--- config.mk ---
export PLATFORM = sky130hd
export DESIGN_NAME = gpio_irq_flat
export DESIGN_NICKNAME = d
export VERILOG_FILES = /design/src/rtl/gpio_irq_if.sv /design/src/rtl/gpio_irq.sv /design/src/flat_wrapper.sv
export SDC_FILE = /design/constraint.sdc
export NUM_CORES = 1
export LEC_CHECK = 0
export ABC_AREA = 1
export CAP_MARGIN = 20
export CORE_AREA = 2 2 100 102
export CTS_CLUSTER_DIAMETER = 30
export CTS_CLUSTER_SIZE = 12
export DETAILED_ROUTE_END_ITERATION = 7
export DIE_AREA = 0 0 102 104
export GPL_TIMING_DRIVEN = 1
export PLACE_DENSITY_LB_ADDON = 0.15
export SLEW_MARGIN = 20
export SYNTH_ARGS = -nofsm -noshare
export SYNTH_HDL_FRONTEND = slang
export SYNTH_SLANG_ARGS = --single-unit
--- constraint.sdc ---
create_clock -name clk_i -period 1.5 [get_ports clk_i]
set_clock_uncertainty 0.05 [all_clocks]
set_input_delay 0.3 -clock clk_i [delete_from_list [all_inputs] [get_ports clk_i]]
set_output_delay 0.3 -clock clk_i [all_outputs]
set_load 0.05 [all_outputs]
--- src/rtl/gpio_irq_if.sv ---
// gpio_irq_if: simple peripheral register bus.
//   addr  : byte address
//   wdata : write data
//   we    : single-cycle write strobe
//   re    : read strobe
//   rdata : read data, combinational from addr/re
// Bus semantics: there is no valid/ready handshake. A write takes effect on
// the rising clock edge where we is high. A read is purely combinational:
// rdata is valid in the same cycle re is high and is 0 whenever re is low.
// The slave never stalls.
// Modports: master drives addr/wdata/we/re; slave drives rdata.
interface gpio_irq_if;
  logic [31:0] addr;
  logic [31:0] wdata;
  logic        we;
  logic        re;
  logic [31:0] rdata;

  modport master (output addr, output wdata, output we, output re, input rdata);
  modport slave  (input addr, input wdata, input we, input re, output rdata);
endinterface

--- src/rtl/gpio_irq.sv ---
// gpio_irq: GPIO peripheral with per-pin direction and data registers,
// SET/CLR/TOG write aliases, an input synchroniser, and per-pin edge/level
// interrupt detection with sticky W1C status.
// Ports:
//   clk_i     : clock, all state changes on the rising edge
//   rst_ni    : asynchronous active-low reset
//   bus       : register bus (gpio_irq_if.slave), only addr[5:0] decoded
//   gpio_i    : asynchronous pin inputs
//   gpio_o    : pin output values (DATA register)
//   gpio_oe_o : output enables, 1 = drive (DIR register)
//   irq_o     : OR of STATUS & IRQ_EN
module gpio_irq #(
  parameter int WIDTH       = 8,
  parameter int SYNC_STAGES = 2
) (
  input  logic             clk_i,
  input  logic             rst_ni,
  gpio_irq_if.slave        bus,
  input  logic [WIDTH-1:0] gpio_i,
  output logic [WIDTH-1:0] gpio_o,
  output logic [WIDTH-1:0] gpio_oe_o,
  output logic             irq_o
);

  localparam logic [5:0] ADDR_DATA     = 6'h00;
  localparam logic [5:0] ADDR_DIR      = 6'h04;
  localparam logic [5:0] ADDR_INPUT    = 6'h08;
  localparam logic [5:0] ADDR_SET      = 6'h0C;
  localparam logic [5:0] ADDR_CLR      = 6'h10;
  localparam logic [5:0] ADDR_TOG      = 6'h14;
  localparam logic [5:0] ADDR_IRQ_EN   = 6'h18;
  localparam logic [5:0] ADDR_IRQ_TYPE = 6'h1C;
  localparam logic [5:0] ADDR_IRQ_POL  = 6'h20;
  localparam logic [5:0] ADDR_STATUS   = 6'h24;

  logic [WIDTH-1:0] data_q;
  logic [WIDTH-1:0] dir_q;
  logic [WIDTH-1:0] irq_en_q;
  logic [WIDTH-1:0] irq_type_q;
  logic [WIDTH-1:0] irq_pol_q;
  logic [WIDTH-1:0] status_q;
  logic [WIDTH-1:0] prev_q;
  logic [WIDTH-1:0] sync_q [SYNC_STAGES];

  logic [5:0]       addr;
  logic [WIDTH-1:0] wdata;
  logic [WIDTH-1:0] sync;
  logic [WIDTH-1:0] rise;
  logic [WIDTH-1:0] fall;
  logic [WIDTH-1:0] evt;
  logic [WIDTH-1:0] w1c_mask;
  logic [WIDTH-1:0] rd_val;

  assign addr  = bus.addr[5:0];
  assign wdata = bus.wdata[WIDTH-1:0];

  // Address bits above the decoded window are intentionally ignored.
  logic unused_addr;
  assign unused_addr = ^bus.addr[31:6];

  if (WIDTH < 32) begin : g_unused_wdata
    logic unused_wdata;
    assign unused_wdata = ^bus.wdata[31:WIDTH];
  end

  // Input synchroniser chain; sync_q[0] is the metastability-catching flop.
  always_ff @(posedge clk_i or negedge rst_ni) begin
    if (!rst_ni) begin
      for (int i = 0; i < SYNC_STAGES; i++) sync_q[i] <= '0;
    end else begin
      sync_q[0] <= gpio_i;
      for (int i = 1; i < SYNC_STAGES; i++) sync_q[i] <= sync_q[i-1];
    end
  end

  assign sync = sync_q[SYNC_STAGES-1];

  // Per-bit event detection. prev_q resets to 0, so a pin already high at
  // reset release shows up as a rising edge once the chain fills.
  assign rise = sync & ~prev_q;
  assign fall = ~sync & prev_q;

  always_comb begin
    evt = '0;
    for (int i = 0; i < WIDTH; i++) begin
      if (irq_type_q[i]) evt[i] = irq_pol_q[i] ? rise[i] : fall[i];
      else               evt[i] = irq_pol_q[i] ? sync[i] : ~sync[i];
    end
  end

  assign w1c_mask = (bus.we && addr == ADDR_STATUS) ? wdata : '0;

  // STATUS: a new event wins over a same-cycle W1C of the same bit, which
  // also makes W1C ineffective while a level condition persists.
  always_ff @(posedge clk_i or negedge rst_ni) begin
    if (!rst_ni) begin
      status_q <= '0;
      prev_q   <= '0;
    end else begin
      status_q <= (status_q & ~w1c_mask) | evt;
      prev_q   <= sync;
    end
  end

  // Control registers. Writes to INPUT, STATUS (handled above) or unmapped
  // addresses leave these untouched.
  always_ff @(posedge clk_i or negedge rst_ni) begin
    if (!rst_ni) begin
      data_q     <= '0;
      dir_q      <= '0;
      irq_en_q   <= '0;
      irq_type_q <= '0;
      irq_pol_q  <= '0;
    end else if (bus.we) begin
      case (addr)
        ADDR_DATA:     data_q     <= wdata;
        ADDR_DIR:      dir_q      <= wdata;
        ADDR_SET:      data_q     <= data_q | wdata;
        ADDR_CLR:      data_q     <= data_q & ~wdata;
        ADDR_TOG:      data_q     <= data_q ^ wdata;
        ADDR_IRQ_EN:   irq_en_q   <= wdata;
        ADDR_IRQ_TYPE: irq_type_q <= wdata;
        ADDR_IRQ_POL:  irq_pol_q  <= wdata;
        default: ;
      endcase
    end
  end

  // Read mux; write-only and unmapped addresses read as 0.
  always_comb begin
    rd_val = '0;
    if (bus.re) begin
      case (addr)
        ADDR_DATA:     rd_val = data_q;
        ADDR_DIR:      rd_val = dir_q;
        ADDR_INPUT:    rd_val = sync;
        ADDR_IRQ_EN:   rd_val = irq_en_q;
        ADDR_IRQ_TYPE: rd_val = irq_type_q;
        ADDR_IRQ_POL:  rd_val = irq_pol_q;
        ADDR_STATUS:   rd_val = status_q;
        default:       rd_val = '0;
      endcase
    end
  end

  assign bus.rdata = 32'(rd_val);
  assign gpio_o    = data_q;
  assign gpio_oe_o = dir_q;
  assign irq_o     = |(status_q & irq_en_q);

endmodule

--- src/flat_wrapper.sv ---
// flat-port wrapper written by rule: the top's interface ports become plain ports
module gpio_irq_flat 
#(
  parameter int WIDTH       = 8,
  parameter int SYNC_STAGES = 2
)
  (clk_i, rst_ni, gpio_i, gpio_o, gpio_oe_o, irq_o, bus_addr, bus_wdata, bus_we, bus_re, bus_rdata);
  gpio_irq_if bus_i ();
  input  logic clk_i;
  input  logic rst_ni;
  input  logic [WIDTH-1:0] gpio_i;
  output logic [WIDTH-1:0] gpio_o;
  output logic [WIDTH-1:0] gpio_oe_o;
  output logic irq_o;
  input wire logic [$bits(bus_i.addr)-1:0] bus_addr;
  input wire logic [$bits(bus_i.wdata)-1:0] bus_wdata;
  input wire logic [$bits(bus_i.we)-1:0] bus_we;
  input wire logic [$bits(bus_i.re)-1:0] bus_re;
  output wire logic [$bits(bus_i.rdata)-1:0] bus_rdata;
  assign bus_i.addr = bus_addr;
  assign bus_i.wdata = bus_wdata;
  assign bus_i.we = bus_we;
  assign bus_i.re = bus_re;
  assign bus_rdata = bus_i.rdata;
  gpio_irq #(.WIDTH(WIDTH), .SYNC_STAGES(SYNC_STAGES)) u_core (.clk_i(clk_i), .rst_ni(rst_ni), .bus(bus_i), .gpio_i(gpio_i), .gpio_o(gpio_o), .gpio_oe_o(gpio_oe_o), .irq_o(irq_o));
endmodule
-- After elaboration in Yosys (flattened, before gate mapping)
Index checks and enable logic that the tools add are counted.
- equality and inequality tests: 9
- reductions and logical operators: 9
- bitwise operators: 20
- multiplexer cells: 28
- operator list (operator ; number):
    one-hot mux 8 bit (7 select lines) ; 1
    bitwise AND 8 bit ; 5
    NOT 8 bit ; 4
    one-hot mux 8 bit (4 select lines) ; 1
    == test 6 x 5 -> 1 bit (second input constant) ; 4
    2-to-1 mux 1 bit ; 24
    2-to-1 mux 8 bit ; 2
    OR 8 bit ; 2
    == test 6 x 4 -> 1 bit (second input constant) ; 2
    == test 6 bit (second input constant) ; 2
    AND reduction 2 bit ; 5
    NOT 1 bit ; 8
    OR reduction 8 bit ; 1
    bitwise XOR 8 bit ; 1
    == test 6 x 3 -> 1 bit (second input constant) ; 1
    logical NOT 6 bit ; 1
    nonzero test 4 bit ; 1
    logical AND 1 bit ; 1
- word-level logic and storage cells: 75
- input bits: 76
- output and inout port bits: 49
- flip-flop bits (word level): 72

-- Depth between registers and ports, before layout
- depth in word-level cells: 6
- gate-level depth with buffers: 10
- depth with buffers taken out: 9

-- Worst setup path before layout
Ideal clock, no wire load.
- path kind: input port to output port
- start point: in bus_addr[0]
- end point: out bus_rdata[6]
- buffers on the path: 1
- required time: 1.150 ns
- stages on the path: 8
- path slack: -0.725 ns
- arrival time: 1.875 ns
- path through: inv_1 -> nand2_2 -> nor2_1 -> buf_4 -> nand3_1 -> nand2_1 -> nor2_1 -> a21oi_1
- word-level cells in the longest chain between the ends: 3
- elaborated cells on any way between the ends: 9
- those cells by class: 6 x eq/ne; 2 x mux; 1 x reduce/logical
- ends and longest elaborated chain (element ; line ; text):
    start, declared ; flat_wrapper.sv:15 ; input wire logic [$bits(bus_i.addr)-1:0] bus_addr;
    == test 6 bit, or another cell as far along ; gpio_irq.sv:133 ; case (addr)
    one-hot mux 8 bit (7 select lines) * ; gpio_irq.sv:133 ;
    2-to-1 mux 8 bit * ; gpio_irq.sv:132 ; if (bus.re) begin
    end, declared ; flat_wrapper.sv:19 ; output wire logic [$bits(bus_i.rdata)-1:0] bus_rdata;
Mark *: on every way between the ends. The rest lies on a longest branch, timed or not.

-- Worst setup path after layout
- start point: in bus_addr[1]
- end point: out bus_rdata[1]
The elaborated chain is that of the path after synthesis.

==> flow_metrics.py <==
metrics = {
    "grt": {
        "grtUsageMet3": 0.0511,
        "grt_pass1_vias": 3665,
        "grt_max_degree": 35,
        "grt_pass1_wl_um": 18500,
        "grtUsageMet2": 0.352,
        "grt.busiest_layer": "met2",
        "antenna_found_initial": 0,
        "grt_use_total": 0.224,
        "use_met1": 0.308,
        "grt-ovfl-total": 0,
    },
    "status": {
        "violations": "setup timing",
        "status": "complete, but fails checks",
    },
    "route": {
        "wirelength_um": 11600,
        "wl_per_cell_um": 15.2,
        "antenna_left": 0,
        "drc": 0,
        "routed-via-count": 3791,
        "drt_pre_antenna_iters": 5,
        "avgViaCountPerCell": 4.98,
        "first_iter_violations": 200,
    },
    "power": {
        "power_density_nw_per_um2": 978,
        "vdd_drop_max_v": 0.000767,
        "leakage_nw": 2.82,
    },
    "sta": {
        "fin_ws_ns": -0.368,
        "finalCritPeriodShare": 1.25,
        "timing.fmax_ghz": 0.535,
        "period_needed_ns": 1.87,
        "slew_viol_final": 0,
        "holdWs_ns": 0.246,
        "tns_ns": -3.01,
        "hold_viol": 0,
        "rsz0062_at_grt": "yes",
        "setup_violations": 9,
    },
    "logic_synthesis": {
        "ys_types": 21,
        "yosysSeqAreaShare": 0.456,
        "ys_ff_latch": 72,
        "postSynthAreaPerCell_um2": 7.84,
        "synthCells": 504,
        "synth_top_cell_by_area": "dfrtp_1",
        "synthTopCellsByArea": "dfrtp_1 46%, nand2_1 12%, nand3_1 8.7%, o21ai_0 6.1%, ha_1 5.1%",
        "synth_warnings": 0,
        "synth_area_um2": 3950,
        "synth_top_area_frac": 0.456,
    },
    "floorplan": {
        "die-width_um": 102,
        "pin_count": 125,
        "core_um2": 9550,
        "dieArea_um2": 10600,
        "die-height_um": 104,
        "start_util": 0.414,
        "rows": 36,
    },
    "setup_path": {
        "endpoint_kind": "output port",
        "timing.rr.start": "u_core.gpio_o[5]$_DFFE_PN0P_",
        "worstSetupStartpointType": "primary input",
        "crit_path_start": "bus_addr[1]",
        "critPathArrivalTime_ns": 1.52,
        "critical_path_class": "primary input to output port",
        "cp.required_ns": 1.15,
        "cp_max_fo": 8,
    },
    "min_path": {
        "hold_path_class": "primary input to asynchronous set/reset pin",
    },
    "flow_run": {
        "drv_cap": 0,
    },
    "placement": {
        "numPortBuffers": 50,
        "dp_cells": 731,
        "place_ws_ns": -0.719,
        "place_congestion": 0.860,
        "hpwl_um": 8110,
    },
    "clock_tree": {
        "numCtsBuffers": 9,
        "cts_tree": "built",
        "cts_max_path_buffers": 2,
        "h-tree-depth": 3,
        "clk_pin_slew_ns": 0.08,
        "clock_sinks": 72,
        "root_buffer": "clkbuf_8",
        "clk_latency_ns": 0.36,
    },
    "final_layout": {
        "drive_above_1_share": 0.339,
        "layout_common_cells": "111 x nand2_1, 63 x dfrtp_1, 53 x nand3_1",
        "final_common_cell": "nand2_1",
        "stdcell_count": 761,
        "insertedDiodeCount": 0,
        "num-nets-final": 715,
        "syn2layout_area_growth_pct": 55.2,
        "fill_cells": 826,
    },
}
## repair_timing
action,CTS,global route
setup buffers,10,3
pin swaps,21,30
hold endpoints to repair,72,0
hold buffers,1,0
resized for setup,69,59
cloned,3,1
endpoints found under the setup margin,57,33
## final cells by class
class                   count  area, um2  area share
repair buffers            124       1500       0.245
flip-flops and latches     72       1810       0.296
clock buffers              10        138      0.0224
well taps                 133        166      0.0271
multi-input cells         375       2240       0.366
inverters                  41        180      0.0294
clock inverters             6       90.1      0.0147
## stage by stage
step | instance area, um2 | total power [mW] | util
5_1_grt | 6130 | 6.29 | 0.642
3_3_place_gp | 5440 | 4.14 | 0.569
6_report | 6130 | 5.99 | 0.642
2_1_floorplan | 4260 | 3.31 | -
4_1_cts | 5930 | 6.00 | 0.621
3_5_place_dp | 5440 | 4.17 | 0.569
## worst max-delay path, cell delays in order
cell and delay (ns):
buf_12 0.12, inv_16 0.05, nand2_8 0.04, buf_6 0.12
nor2_4 0.15, clkbuf_16 0.20, nand3_2 0.08, nand2_2 0.08
nor2_2 0.05, a21oi_4 0.17, buf_12 0.15
## logic make-up (layout without fill, tap and decap cells)
kind of cell             after synthesis  in the layout  synth area share
AO/OA/AOI/OAI                         59             59            0.0766
adder cells (fa/ha/maj)               16             16            0.0507
buffers and inverters                 80            181             0.106
flip-flops                            72             72             0.456
other                                  1             24          0.000949
AND/OR/NAND/NOR                      276            276             0.310
## synth_stat cells
cell / instances
ha_1: 16
nand2_2: 1
buf_2: 10
conb_1: 1
dfrtp_1: 72
nand4_1: 17
o21ai_1: 1
nand3_2: 2
a21oi_1: 8
nor2_1: 53
buf_4: 26
nor2_2: 5
a221oi_1: 2
inv_1: 41
nand3_1: 69
nor4_4: 1
clkbuf_1: 2
buf_6: 1
o21ai_0: 48
nand2_1: 126
nor2_4: 2
## power breakdown
| group | leakage, nW | internal, mW | switching (mW) | total (mW) |
|---|---|---|---|---|
| logic | 1.87 | 0.783 | 1.02 | 1.80 |
| clock network | 0.113 | 0.990 | 0.780 | 1.77 |
| registers | 0.845 | 2.17 | 0.251 | 2.42 |
## routing by layer
metal	vias to the layer above	routed length [um]
met1	1825	5060
met5	-	0
li1	1842	-
met2	108	5700
met4	0	199
met3	16	602
## path summary, 6_finish.rpt
| kind | slack, ns | end | cells after the start |
|---|---|---|---|
| max in group asynchronous | 0.74 | u_core.gpio_o[4]$_DFFE_PN0P_ | 3 |
| max | -0.37 | bus_rdata[1] | 11 |
| min in group clk_i | 0.30 | u_core.sync[3]$_DFF_PN0_ | 0 |
| min | 0.25 | u_core.sync_q[8]$_DFF_PN0_ | 2 |
| min reg2reg | 0.30 | u_core.sync[3]$_DFF_PN0_ | 0 |
| max reg2reg | 0.20 | u_core.gpio_o[5]$_DFFE_PN0P_ | 8 |
## flip-flops by register name, indices dropped and copies added, names as in the netlist
signal / count
u_core.status_q: 8
u_core.sync_q: 8
u_core.irq_en_q: 8
u_core.gpio_o: 8
u_core.irq_pol_q: 8
u_core.irq_type_q: 8
u_core.prev_q: 8
u_core.sync: 8
u_core.gpio_oe_o: 8
Note: power is estimated with default switching activity, not from simulation.
